===== src/rtl/mcif_wr_arb.sv =====
// Two-requester MCIF write arbiter: round-robin command grant, atomic bursts, nonposted completion routing.
// Optional per-requester burst counters are built when MCIF_WR_ARB_STAT_EN is defined.
`ifndef log2AXI_BURST_LEN
`define log2AXI_BURST_LEN 3
`endif
`ifndef MAX_DAT_DW
`define MAX_DAT_DW 64
`endif
`ifndef Tout
`define Tout 1
`endif

module mcif_wr_arb #(
    parameter int unsigned PD_W      = 2 + `log2AXI_BURST_LEN + 32 + `MAX_DAT_DW * `Tout,
    parameter int unsigned L         = `log2AXI_BURST_LEN,
    parameter int unsigned RSP_DEPTH = 4
) (
    input  logic            clk,
    input  logic            rst_n,
    input  logic            r0_req_vld,
    input  logic [PD_W-1:0] r0_req_pd,
    output logic            r0_req_rdy,
    input  logic            r1_req_vld,
    input  logic [PD_W-1:0] r1_req_pd,
    output logic            r1_req_rdy,
    output logic            r0_rsp_complete,
    output logic            r1_rsp_complete,
    output logic            mcif_wr_req_vld,
    output logic [PD_W-1:0] mcif_wr_req_pd,
    input  logic            mcif_wr_req_rdy,
    input  logic            mcif_wr_rsp_complete,
    output logic            rsp_err,
    output logic [31:0]     r0_burst_cnt,
    output logic [31:0]     r1_burst_cnt
);

    localparam int unsigned AW = $clog2(RSP_DEPTH);
    localparam int unsigned PW = AW + 1;

    typedef enum logic {IDLE, BURST} state_t;

    state_t          state_q, state_d;
    logic            rr_q, rr_d;
    logic            owner_q, owner_d;
    logic [L-1:0]    beat_cnt_q, beat_cnt_d;
    logic [PW-1:0]   wr_ptr_q, rd_ptr_q;
    logic            fifo_q [RSP_DEPTH];
    logic            rsp_err_q;

    logic            sel, gnt, hs, cmd_hs, push, pop;
    logic [PD_W-1:0] sel_pd;
    logic            fifo_empty, fifo_full, fifo_head;
    logic            r0_elig, r1_elig;

    assign fifo_empty = (wr_ptr_q == rd_ptr_q);
    assign fifo_full  = (wr_ptr_q[AW] != rd_ptr_q[AW]) && (wr_ptr_q[AW-1:0] == rd_ptr_q[AW-1:0]);
    assign fifo_head  = fifo_q[rd_ptr_q[AW-1:0]];

    // A nonposted command may only start if its completion owner can be recorded.
    assign r0_elig = r0_req_vld && r0_req_pd[PD_W-1] && (!r0_req_pd[32+L] || !fifo_full);
    assign r1_elig = r1_req_vld && r1_req_pd[PD_W-1] && (!r1_req_pd[32+L] || !fifo_full);

    assign pop             = mcif_wr_rsp_complete && !fifo_empty;
    assign r0_rsp_complete = pop && !fifo_head;
    assign r1_rsp_complete = pop && fifo_head;
    assign rsp_err         = rsp_err_q;

    // Grant selection, zero-latency routing and next-state.
    always_comb begin
        state_d         = state_q;
        rr_d            = rr_q;
        owner_d         = owner_q;
        beat_cnt_d      = beat_cnt_q;
        sel             = 1'b0;
        gnt             = 1'b0;
        push            = 1'b0;
        cmd_hs          = 1'b0;
        sel_pd          = '0;
        mcif_wr_req_vld = 1'b0;
        mcif_wr_req_pd  = '0;
        r0_req_rdy      = 1'b0;
        r1_req_rdy      = 1'b0;

        case (state_q)
            IDLE: begin
                if (r0_elig && r1_elig) begin
                    gnt = 1'b1;
                    sel = rr_q;
                end else if (r0_elig) begin
                    gnt = 1'b1;
                    sel = 1'b0;
                end else if (r1_elig) begin
                    gnt = 1'b1;
                    sel = 1'b1;
                end
            end
            BURST: begin
                gnt = 1'b1;
                sel = owner_q;
            end
            default: ;
        endcase

        if (gnt) begin
            sel_pd          = sel ? r1_req_pd : r0_req_pd;
            mcif_wr_req_vld = sel ? r1_req_vld : r0_req_vld;
            mcif_wr_req_pd  = sel_pd;
            r0_req_rdy      = !sel && mcif_wr_req_rdy;
            r1_req_rdy      = sel && mcif_wr_req_rdy;
        end

        hs = mcif_wr_req_vld && mcif_wr_req_rdy;

        if (hs) begin
            if (state_q == IDLE) begin
                cmd_hs     = 1'b1;
                state_d    = BURST;
                owner_d    = sel;
                beat_cnt_d = sel_pd[32+L-1:32];
                push       = sel_pd[32+L];
            end else if (beat_cnt_q == '0) begin
                state_d = IDLE;
                rr_d    = !owner_q;
            end else begin
                beat_cnt_d = beat_cnt_q - L'(1);
            end
        end
    end

    always_ff @(posedge clk or negedge rst_n) begin
        if (!rst_n) begin
            state_q    <= IDLE;
            rr_q       <= 1'b0;
            owner_q    <= 1'b0;
            beat_cnt_q <= '0;
            wr_ptr_q   <= '0;
            rd_ptr_q   <= '0;
            rsp_err_q  <= 1'b0;
            for (int i = 0; i < RSP_DEPTH; i++) fifo_q[i] <= 1'b0;
        end else begin
            state_q    <= state_d;
            rr_q       <= rr_d;
            owner_q    <= owner_d;
            beat_cnt_q <= beat_cnt_d;
            if (push) begin
                fifo_q[wr_ptr_q[AW-1:0]] <= owner_d;
                wr_ptr_q                 <= wr_ptr_q + PW'(1);
            end
            if (pop) rd_ptr_q <= rd_ptr_q + PW'(1);
            if (mcif_wr_rsp_complete && fifo_empty) rsp_err_q <= 1'b1;
        end
    end

`ifdef MCIF_WR_ARB_STAT_EN
    logic [31:0] cnt0_q, cnt1_q;

    always_ff @(posedge clk or negedge rst_n) begin
        if (!rst_n) begin
            cnt0_q <= 32'd0;
            cnt1_q <= 32'd0;
        end else if (cmd_hs) begin
            if (sel) cnt1_q <= cnt1_q + 32'd1;
            else     cnt0_q <= cnt0_q + 32'd1;
        end
    end

    assign r0_burst_cnt = cnt0_q;
    assign r1_burst_cnt = cnt1_q;
`else
    assign r0_burst_cnt = 32'd0;
    assign r1_burst_cnt = 32'd0;
`endif

endmodule


===== config.mk =====
export PLATFORM = sky130hd
export DESIGN_NAME = mcif_wr_arb
export DESIGN_NICKNAME = d
export VERILOG_FILES = /design/src/rtl/mcif_wr_arb.sv
export SDC_FILE = /design/constraint.sdc
export NUM_CORES = 1
export LEC_CHECK = 0
export CORE_AREA = 3 3 144 146
export CTS_BUF_LIST = sky130_fd_sc_hd__clkbuf_8
export CTS_CLUSTER_SIZE = 24
export DETAILED_ROUTE_END_ITERATION = 6
export DIE_AREA = 0 0 147 149
export REMOVE_ABC_BUFFERS = 1
export SETUP_SLACK_MARGIN = 0.4
export SYNTH_ARGS = -nofsm -noshare
export SYNTH_HDL_FRONTEND = slang
export SYNTH_SLANG_ARGS = --single-unit
export TNS_END_PERCENT = 10

===== constraint.sdc =====
create_clock -name clk -period 1.9 [get_ports clk]
set_input_delay 0.19 -clock clk [delete_from_list [all_inputs] [get_ports clk]]
set_output_delay 0.19 -clock clk [all_outputs]
set_load 0.02 [all_outputs]

---- Word level (Yosys, flattened, before mapping) ----
Cells that the tools add are included.
storage, ports and cells
  register bits after elaboration ......... 17
  input port bits ......................... 208
  logic and storage cells ................. 77
cells by class
  $add $sub $neg .......................... 3
  $lt $le $gt $ge ......................... 3
  eq/ne operators ......................... 4
  multiplexer cells ....................... 27
  bitwise gates (word level) .............. 3
  reduce and logical (&&, ||, !) cells .... 26
operators by type and width
  kind                 count
  $mux 101             2
  $mux 1               18
  $logic_and 1x1->1    14
  $logic_not 1->1      7
  $add 3x1->3 const B  2
  $ge 3x3->1 const B   2
  $mux 3               2
  $not 2->3            2
  $bwmux 4             1
  $pmux 1 s2           2
  $eq 3x3->1           1
  $logic_not 3->1      1
  $lt 3x1->1 const B   1
  $reduce_and 3->1     1
  $sub 3x1->3 const B  1
  $bmux 1 s2           1
  $demux 1 s2          1
  $eq 2x2->1           1
  $logic_or 1x1->1     2
  $ne 2x2->1 const B   1
  $reduce_and 2->1     1
  $ne 1x1->1           1
  $not 1->1            1

---- Longest topological paths before layout ----
  depth in word-level cells ............... 14
  depth in mapped cells ................... 7
  depth with buffers taken out ............ 7

---- Worst setup path after synthesis ----
OpenSTA, ideal clock, no wires.
  kind .................................... register to output
  start point ............................. reg wr_ptr_q[0]
  end point ............................... out r0_req_rdy
  data arrival time ....................... 2.168 ns
  path slack .............................. -0.458 ns
  cell stages (with the launch flop) ...... 7
  cell sequence ........................... dfrtp_1 > xnor2_2 > a41oi_2 > a31oi_2 > buf_6 > buf_6 > nor3b_1
on the way
  longest elaborated chain between the ends .. 12
ends and longest elaborated chain
  item                    line    text
  from (decl)             46      logic [PW-1:0] wr_ptr_q, rd_ptr_q;
  from (signal assigned)  147     wr_ptr_q <= wr_ptr_q + PW'(1);
  $eq 2x2->1 (*)          56      assign fifo_full = (wr_ptr_q[AW] != rd_ptr_q[AW]) && (wr_ptr_q[AW-1:0] == rd_ptr_q[AW-1:0]);
  $logic_and 1x1->1 (*)   56
  $logic_not 1->1 (*)     60, 61
  $logic_or 1x1->1        61      assign r1_elig = r1_req_vld && r1_req_pd[PD_W-1] && (!r1_req_pd[32+L] || !fifo_full);
  $logic_and 1x1->1       61
  $mux 1                  92      end else if (r1_elig) begin
  $mux 1                  89      end else if (r0_elig) begin
  $mux 1                  86      if (r0_elig && r1_elig) begin
  $pmux 1 s2              84      case (state_q)
  $logic_not 1->1         108     r0_req_rdy = !sel && mcif_wr_req_rdy;
  $logic_and 1x1->1       108
  $mux 1 (*)              104     if (gnt) begin
  to (decl)               22      output logic r0_req_rdy,
Every way passes the cells marked *; elsewhere a longest branch is shown, timed or not.

---- Worst setup path in the final report ----
  start point ............................. reg rd_ptr_q[1]
  end point ............................... out mcif_wr_req_pd[79]
on the way
  longest elaborated chain between the ends .. 11
ends and longest elaborated chain
  item                    line    text
  from (decl)             46
  from (signal assigned)  149     if (pop) rd_ptr_q <= rd_ptr_q + PW'(1);
  $eq 2x2->1 (*)          56
  $logic_and 1x1->1 (*)   56
  $logic_not 1->1 (*)     60, 61
  $logic_or 1x1->1        61
  $logic_and 1x1->1       61
  $mux 1                  92
  $mux 1                  89
  $mux 1                  86
  $pmux 1 s2              84
  $mux 101                105     sel_pd = sel ? r1_req_pd : r0_req_pd;
  $mux 101 (*)            104
  to (decl)               29      output logic [PD_W-1:0] mcif_wr_req_pd,
Marked as above.

==> impl_metrics.py <==
metrics = {
    "clocking": {
        "h-tree-depth": 1,
        "clock_latency_ns": 0.25,
        "cts.clk_slew.worst_paths_ns": 0.07,
        "postCtsHoldBufs": 0,
        "numCtsBuffers": 3,
        "clock_path_buffers": 2,
        "cts_root_buf": "clkbuf_8",
        "clock_sinks": 17,
        "cts_tree": "built",
    },
    "placed_design": {
        "dp_cells": 1042,
        "hpwl_um": 14940,
        "gp_congestion": 0.8481,
        "port_buffers": 314,
    },
    "worst_setup_path": {
        "path_buf_inv": 4,
        "slowest_stage": "dfrtp_1",
        "crit_type": "reg -> out",
        "cpMostUsedCell": "buf_12",
        "arrival_ns": 2.31,
        "cp_max_fo": 13,
        "end_kind": "output pin",
        "worstPathRequired_ns": 1.71,
        "start_kind": "flip-flop",
        "crit_chain": "xnor2_2, a41oi_2, a31oi_4, buf_12, buf_12, buf_12, mux2i_4, nor2_1, buf_2",
        "crit_family": "buffers and inverters",
        "max_stage_delay_ns": 0.42,
    },
    "detailed_routing": {
        "vias": 4194,
        "drc": 0,
        "via_per_inst": 3.938,
        "ant_nets": 0,
        "dr.pass1.iters": 4,
        "drtIter0Drc": 86,
        "wl_um": 18350,
        "wl_per_cell_um": 17.23,
    },
    "power_and_ir_drop": {
        "p_total_w": 0.01120,
        "power_density_nw_per_um2": 1525,
        "cellLeakagePower_nw": 3.620,
        "peakVddDrop_uv": 765.9,
    },
    "global_route": {
        "grt_pass1_wl_um": 25770,
        "first_global_vias": 4171,
        "grt_max_degree": 24,
        "antenna_found_initial": 2,
        "overflow": 0,
        "grt_usage": 0.1510,
    },
    "layout": {
        "post_layout_nonfiller_instances": 1065,
        "drive_above_1_share": 0.3175,
        "syn_to_final_growth_pct": 127.3,
        "postLayoutCoreUtil": 0.3760,
        "antenna_cells": 0,
        "fin_nets": 1016,
    },
    "synth": {
        "ys.flop_type": "dfrtp_1",
        "ys_seq_area_frac": 0.1317,
        "ys_ff_latch": 17,
        "yosys.cell_types.count": 46,
        "yosysWarnings": 0,
        "syn-cell-area_sq_um": 3231,
        "synth.area.top_cells": "mux2i_1, buf_4, dfrtp_1, nor2_1, buf_6",
        "syn_avg_cell_area_sq_um": 7.822,
        "synth_edf_count": 0,
        "synthArstFlopShare": 1.000,
        "synthCells": 413,
        "synth_top_area_cell": "mux2i_1",
        "yosysTopAreaCellShare": 0.3160,
    },
    "floorplanning": {
        "die_h_um": 149,
        "ios": 379,
        "die_x_um": 147,
        "rows": 51,
        "core-area_sq_um": 19530,
        "dieArea_sq_um": 21900,
        "start_util": 0.1654,
    },
    "sta": {
        "setup_viol": 113,
        "finalClockSkew_ns": 0.01199,
        "slew_violations": 0,
        "finalCritPeriodShare": 1.317,
        "final-hold-violation-count": 0,
        "postLayoutSetupSlackWorst_ns": -0.6021,
        "rsz0062_at_grt": "yes",
        "period_needed_ns": 2.502,
        "clock.fmax_mhz": 399.7,
    },
    "run_status": {
        "violations": "setup timing",
        "status": "finished, violations left",
    },
    "hold_path": {
        "hold_class": "in -> async",
    },
    "run": {
        "drv_cap": 0,
    },
}
## cells in the final DEF, fill, tap and decap left out, types with 4 or more instances in the layout
cell type,count
clkdlybuf4s50_1,208
nor2_1,107
buf_4,93
mux2i_1,87
conb_1,64
buf_2,61
dfrtp_1,17
buf_6,17
buf_12,15
mux2i_4,10
inv_1,8
nand2_1,8
ha_1,7
mux2i_2,5
nand3_1,5
buf_8,4
## layer usage
layer,part of all wire,wire (um),vias to the layer above,track usage
li1,-,-,2060,-
met1,0.41,7591,1967,0.1933
met2,0.52,9502,153,0.2763
met3,0.061,1125,10,0.02765
met4,0.0060,110,4,0.01118
met5,0.0014,25,-,0
## state kept, by name, summed over array words and instances, names as in the netlist
register    count
rr_q            1
state_q         1
rsp_err         1
wr_ptr_q        3
beat_cnt_q      3
rd_ptr_q        3
owner_q         1
fifo_q          4
## final cells by class
cell class                      instances  area (sq um)
Fill cell                            2017         12180
Timing Repair Buffer                  407          3845
Multi-Input combinational cell        364          2661
Sequential cell                        17         425.4
Tap cell                              265         331.6
Clock buffer                            3         41.29
Inverter                                8         30.03
Clock inverter                          1         7.507
## cell usage after synthesis, types with 5 or more instances
cell type,instances
nor2_1,112
mux2i_1,102
buf_4,67
dfrtp_1,17
clkbuf_1,11
nand2_1,9
buf_6,8
inv_1,8
ha_1,7
mux2_2,6
nand3_1,5
nor3b_1,5
o21ai_0,5
## final timing paths
| kind | from | to | slack, ns | cells after the start |
|---|---|---|---|---|
| min in group clk | rsp_err | rsp_err | 0.46 | 1 |
| worst min register to register | rsp_err | rsp_err | 0.46 | 1 |
| worst max register to register | wr_ptr_q[2] | fifo_q[2] | -0.35 | 10 |
| worst max-delay path | rd_ptr_q[1] | mcif_wr_req_pd[79] | -0.60 | 9 |
| worst min-delay path | rst_n | wr_ptr_q[1] | 0.25 | 2 |
| max in group asynchronous | rst_n | owner_q | 1.44 | 2 |
## cell families (layout without fill, tap and decap cells)
family / Yosys count / after routing / share of synthesized area
other: 1 / 64 / 0.001161
and+or+nand+nor: 145 / 145 / 0.1878
adders and majority gates: 7 / 7 / 0.02711
xor gates and xnor gates: 7 / 7 / 0.02595
muxes: 109 / 109 / 0.3439
DFF: 17 / 17 / 0.1317
AOI/OAI and AO/OA: 32 / 32 / 0.07514
buffers and inverters: 95 / 419 / 0.2072
## power by group
part           leakage (nW)  switching (W)  internal (W)  total [W]
logic                  3.39        0.00513       0.00515     0.0103
clock network        0.0217       0.000126      0.000147   0.000273
registers             0.204       0.000121      0.000523   0.000645
total                  3.62        0.00538       0.00582     0.0112
## worst register-to-register path, stage by stage, from the launching register on
cell and delay, ns:
dfrtp_1 0.41, xor2_2 0.21, buf_4 0.16, a41oi_2 0.23, buf_4 0.17, buf_6 0.10
o21ai_4 0.05, buf_6 0.14, buf_4 0.15, nor3b_4 0.20, mux2_4 0.32
## metrics by stage
step / hold slack [ns] / worst slack [ns] / TNS [ns] / cell area (sq um)
global placement: 0.4429 / -0.9501 / -85.08 / 6989
floorplan: -0.1056 / -4.479 / -467.06 / 2828
global route: 0.2758 / -0.7015 / -68.94 / 7342
detailed placement: 0.4526 / -0.9370 / -85.43 / 6989
finish: 0.2547 / -0.6021 / -56.95 / 7342
CTS: 0.2574 / -0.6616 / -57.13 / 7054
## what timing repair did
item | in CTS | in global routing
cloned | 5 | 2
gates resized for setup | 465 | 66
pin swaps | 6 | 13
setup endpoints to repair | 122 | 122
setup buffers | 9 | 3
Power figures use the tool's default switching activity.
==> patch 1: new RTL, same settings <==
Add a define of `MCIF_WR_ARB_STAT_EN`.
--- a/src/rtl/mcif_wr_arb.sv
+++ b/src/rtl/mcif_wr_arb.sv
@@ -1,5 +1,7 @@
 // Two-requester MCIF write arbiter: round-robin command grant, atomic bursts, nonposted completion routing.
 // Optional per-requester burst counters are built when MCIF_WR_ARB_STAT_EN is defined.
+`define MCIF_WR_ARB_STAT_EN
+
 `ifndef log2AXI_BURST_LEN
 `define log2AXI_BURST_LEN 3
 `endif
Check against the original RTL: not equivalent (a bounded check fails within 4 cycles, from zero or initial values and one cycle with rst_n low).
==> patch 1 against the original RTL <==
The flow still finishes with violations (negative setup slack); first-iteration DRC count grew to 2.8 times the old value; sequential cell count grew 64; setup slack worse by 0.12 ns; area after synthesis is 69% higher; clock skew shrank 0.0023 ns; cell area increased by 61%; total power rose by 42%; wire length rose by 59%; fmax is 4.6% lower.
==> patch 1: results (changes against the original RTL) <==
[metrics] outcome: complete, but fails checks
[metrics] violated checks: negative setup slack
[metrics] crit-path max FO: 9 (-4)
[metrics] largest cells by area after synthesis: sky130_fd_sc_hd__dfrtp_1 (37%), sky130_fd_sc_hd__nand2_1 (16%), sky130_fd_sc_hd__a21oi_1 (9.6%), sky130_fd_sc_hd__xnor2_1 (6.9%), sky130_fd_sc_hd__xor2_1 (3.8%)
[metrics] Detail Route met3 WL: 2030 µm (+80%)
[metrics] final clock skew: 0.00973 ns (-0.00226 ns)
[metrics] Max stage delay cell, worst path: sky130_fd_sc_hd__dfrtp_2
[metrics] Starting DRT DRC Count: 240 (+180%)
[metrics] met2 track demand over resource in global routing: 0.427 (+0.150)
[metrics] worst stage delay on the critical path: 0.45 ns (+0.03 ns)
[metrics] number of filler cells placed in the layout: 1796 (-11%)
[metrics] wire length per cell: 19.9 µm (+15%)
[metrics] Final Net Count: 1412 (+39%)
[metrics] worst setup slack after layout: -0.724 ns (-0.122 ns)
[metrics] global routing usage on met3: 0.0675 (+0.0398)
[metrics] worst r2r dst: fifo_q[3]
[metrics] Setup TNS Final: -84.21 ns (-27.26 ns)
[metrics] total global-route track usage: 0.247 (+0.0965)
[metrics] arrival time at the worst endpoint: 2.43 ns (+0.12 ns)
[metrics] via count of the first global-routing pass: 7181 (+72%)
[metrics] post-DP HPWL: 21900 µm (+47%)
[metrics] worst vdd rail ir drop: 0.584 mV (-24%)
[metrics] cell leakage power: 5.55 nW (+53%)
[metrics] number of buffers added by the clock tree synthesis step: 9 (+6)
[metrics] post-synthesis cell type with the largest combined area: sky130_fd_sc_hd__dfrtp_1
[metrics] Worst R2R Start: rd_ptr_q[2]
[metrics] fraction of final layout cells sized beyond drive strength 1: 0.358 (+0.0400)
[metrics] CTS H-tree lvls: 3 (+2)
[metrics] met2 layer wire length in the routed design: 14900 µm (+57%)
[metrics] setup slack of the most critical reg-to-reg path: -0.39 ns (-0.04 ns)
[metrics] clock edge transition at the registers on the reported setup and hold paths: 0.09 ns (+0.02 ns)
[metrics] final setup fails: 178 (+58%)
[metrics] initial antenna violation count: 9 (+7)
[metrics] critical path startpoint: wr_ptr_q[0]
[metrics] maximum number of pins on one net before global-route repair: 39 (+63%)
[metrics] number of different library cells in the post-synthesis netlist: 47 (+2.2%)
[metrics] first-pass GRT wire length: 42000 µm (+63%)
[metrics] wire length on met1: 11600 µm (+53%)
[metrics] Routability Congestion: 0.916 (+8.0%)
[metrics] Setup crit end: mcif_wr_req_pd[31]
[metrics] fraction of the yosys area taken by sequential cells: 0.370 (+0.239)
[metrics] insertion delay of the later-clocked pin in the worst-skew pair: 0.36 ns (+0.11 ns)
## patch 1: cell count changes in the layout (fill, tap and decap cells not counted), moves of 57 or more
| cell | delta |
|---|---|
| sky130_fd_sc_hd__nand2_1 | +180 |
| sky130_fd_sc_hd__dlygate4sd2_1 | +65 |
| sky130_fd_sc_hd__nor2_1 | -94 |
| sky130_fd_sc_hd__dfrtp_1 | +58 |
| sky130_fd_sc_hd__mux2i_1 | -85 |
| sky130_fd_sc_hd__buf_2 | -57 |
| sky130_fd_sc_hd__conb_1 | -64 |
## patch 1: area by class of cell
class                      instances  area share
timing repair buffer             512       0.439
sequential                        81       0.172
antenna                            6     0.00127
tap                              265      0.0280
multi-input combinational        574       0.333
inverter                          17     0.00539
clock inverter                     6     0.00951
clock buffer                      10      0.0116
## patch 1: timing repair
action / CTS / global route
cloned: 9 / 5
setup buffers: 13 / 7
endpoints found under the hold margin: 24 / 0
hold buffers: 1 / 0
pin swaps: 69 / 28
setup endpoints to repair: 249 / 184
resized for setup: 689 / 131
## patch 1: logic make-up after synthesis
family	share of synthesized area
flops	0.370
simple gates	0.285
fa+ha+maj	0.0206
mux	0.0261
xor+xnor	0.116
compound gates	0.141
buf+inv	0.0409
## patch 1: power by group
part           switching (mW)  leakage, nW  total, mW  internal, mW
Sequential              0.268         1.06       2.22          1.95
Clock                   0.663        0.127       1.58         0.916
Combinational            6.20         4.36       12.1          5.91
Total                    7.13         5.55       15.9          8.77
## patch 1: stage by stage
step                 util  instances  setup slack (ns)  area, µm²  hold slack [ns]
floorplan               -        671             -3.90       5310           -0.106
global placement    0.530       1414            -0.876      10300            0.128
detailed placement  0.530       1414            -0.892      10300            0.125
CTS                 0.573       1453            -0.736      11200            0.265
global route        0.606       1471            -0.821      11800            0.287
finish              0.606       1471            -0.724      11800            0.260
==> patch 2: new RTL, config.mk and constraints unchanged <==
Made on the original files. Put one more register stage on the output `rsp_err`, cleared by the reset. The value now appears one clock later. The other outputs are not delayed to match.
--- a/src/rtl/mcif_wr_arb.sv
+++ b/src/rtl/mcif_wr_arb.sv
@@ -63,7 +63,13 @@
     assign pop             = mcif_wr_rsp_complete && !fifo_empty;
     assign r0_rsp_complete = pop && !fifo_head;
     assign r1_rsp_complete = pop && fifo_head;
-    assign rsp_err         = rsp_err_q;
+    always_ff @(posedge clk or negedge rst_n) begin
+        if (!rst_n) begin
+            rsp_err <= '0;
+        end else begin
+            rsp_err <= rsp_err_q;
+        end
+    end
 
     // Grant selection, zero-latency routing and next-state.
     always_comb begin
Formal check against the unedited RTL: not equivalent (a bounded check fails within 4 cycles, from zero or initial values and one cycle with rst_n low).
==> patch 2 against the original RTL <==
The run still ends with negative setup slack left; count of clock-buffer cells in the layout rose by 1; setup slack got worse by 0.085 ns; highest routed layer unchanged; clock skew fell by 0.0084 ns; sequential cell count rose by 1; largest cell class unchanged; utilization rose by 0.35 points; fmax fell by 3.3%; wire length rose by 2.0%; area after synthesis rose by 0.77%; via count rose by 1.4%; cell area rose by 0.92%; total power rose by 1.9%.
==> patch 2: results (changes against the original RTL) <==
[metrics] outcome: complete, but fails checks
[metrics] violated checks: negative setup slack
[metrics] maximum number of pins on one net before global-route repair: 50 (+110%)
[metrics] met2 layer wire length in the routed design: 9610 µm (+1.2%)
[metrics] fraction of area in clock buffers and inverters: 0.00743 (+0.000784)
[metrics] synthesized instance count: 414 (+0.24%)
[metrics] worst vdd rail ir drop: 0.987 mV (+29%)
[metrics] total global-route track usage: 0.143 (-0.00840)
[metrics] wire length on met1: 7650 µm (+0.76%)
[metrics] Setup TNS Final: -65.46 ns (-8.51 ns)
[metrics] P per Cell Area: 1540 nW/µm² (+0.97%)
[metrics] Final Net Count: 1027 (+1.1%)
[metrics] Detail Route met3 WL: 1300 µm (+16%)
[metrics] fraction of the yosys area taken by sequential cells: 0.138 (+0.00667)
[metrics] worst setup slack after layout: -0.687 ns (-0.0846 ns)
[metrics] number of clock buffers in the layout: 4 (+1)
[metrics] cell area after placement: 7000 µm² (+0.14%)
[metrics] first-pass GRT wire length: 24600 µm (-4.6%)
[metrics] worst r2r dst: fifo_q[1]
[metrics] global routing usage on met3: 0.0270 (-0.000608)
[metrics] P_int: 5.99 mW (+2.9%)
[metrics] aggregate routed wire length: 18700 µm (+2.0%)
[metrics] count of inserted antenna diode cells: 1 (+1)
[metrics] final setup fails: 117 (+3.5%)
[metrics] Setup crit end: mcif_wr_req_pd[13]
[metrics] depth of the worst register-to-register path: 12 (+2)
==> patch 2: changes by cell type in the layout (fill, tap and decap cells not counted), moves of 4 or more <==
cell / unedited run / this run
sky130_fd_sc_hd__clkbuf_16: 2 / 6
sky130_fd_sc_hd__mux2i_4: 10 / 2
sky130_fd_sc_hd__buf_2: 61 / 55
sky130_fd_sc_hd__mux2i_2: 5 / 10
sky130_fd_sc_hd__buf_4: 93 / 103
==> patch 2: cell families (layout without fill, tap and decap cells) <==
family          count (synthesis)  after routing  synth area share
simple gates                  145            145             0.186
mux                           109            109             0.341
buf+inv                        95            429             0.206
compound gates                 32             32            0.0746
flops                          18             18             0.138
fa+ha+maj                       7              7            0.0269
xor+xnor                        7              7            0.0258
other cells                     1             65           0.00115
==> patch 2: repair_timing <==
| action | CTS | global route |
|---|---|---|
| gates resized for setup | 434 | 92 |
| buffers inserted | 11 | 13 |
| gates cloned | 2 | 7 |
| setup endpoints to repair | 122 | 122 |
| pin swaps | 12 | 11 |
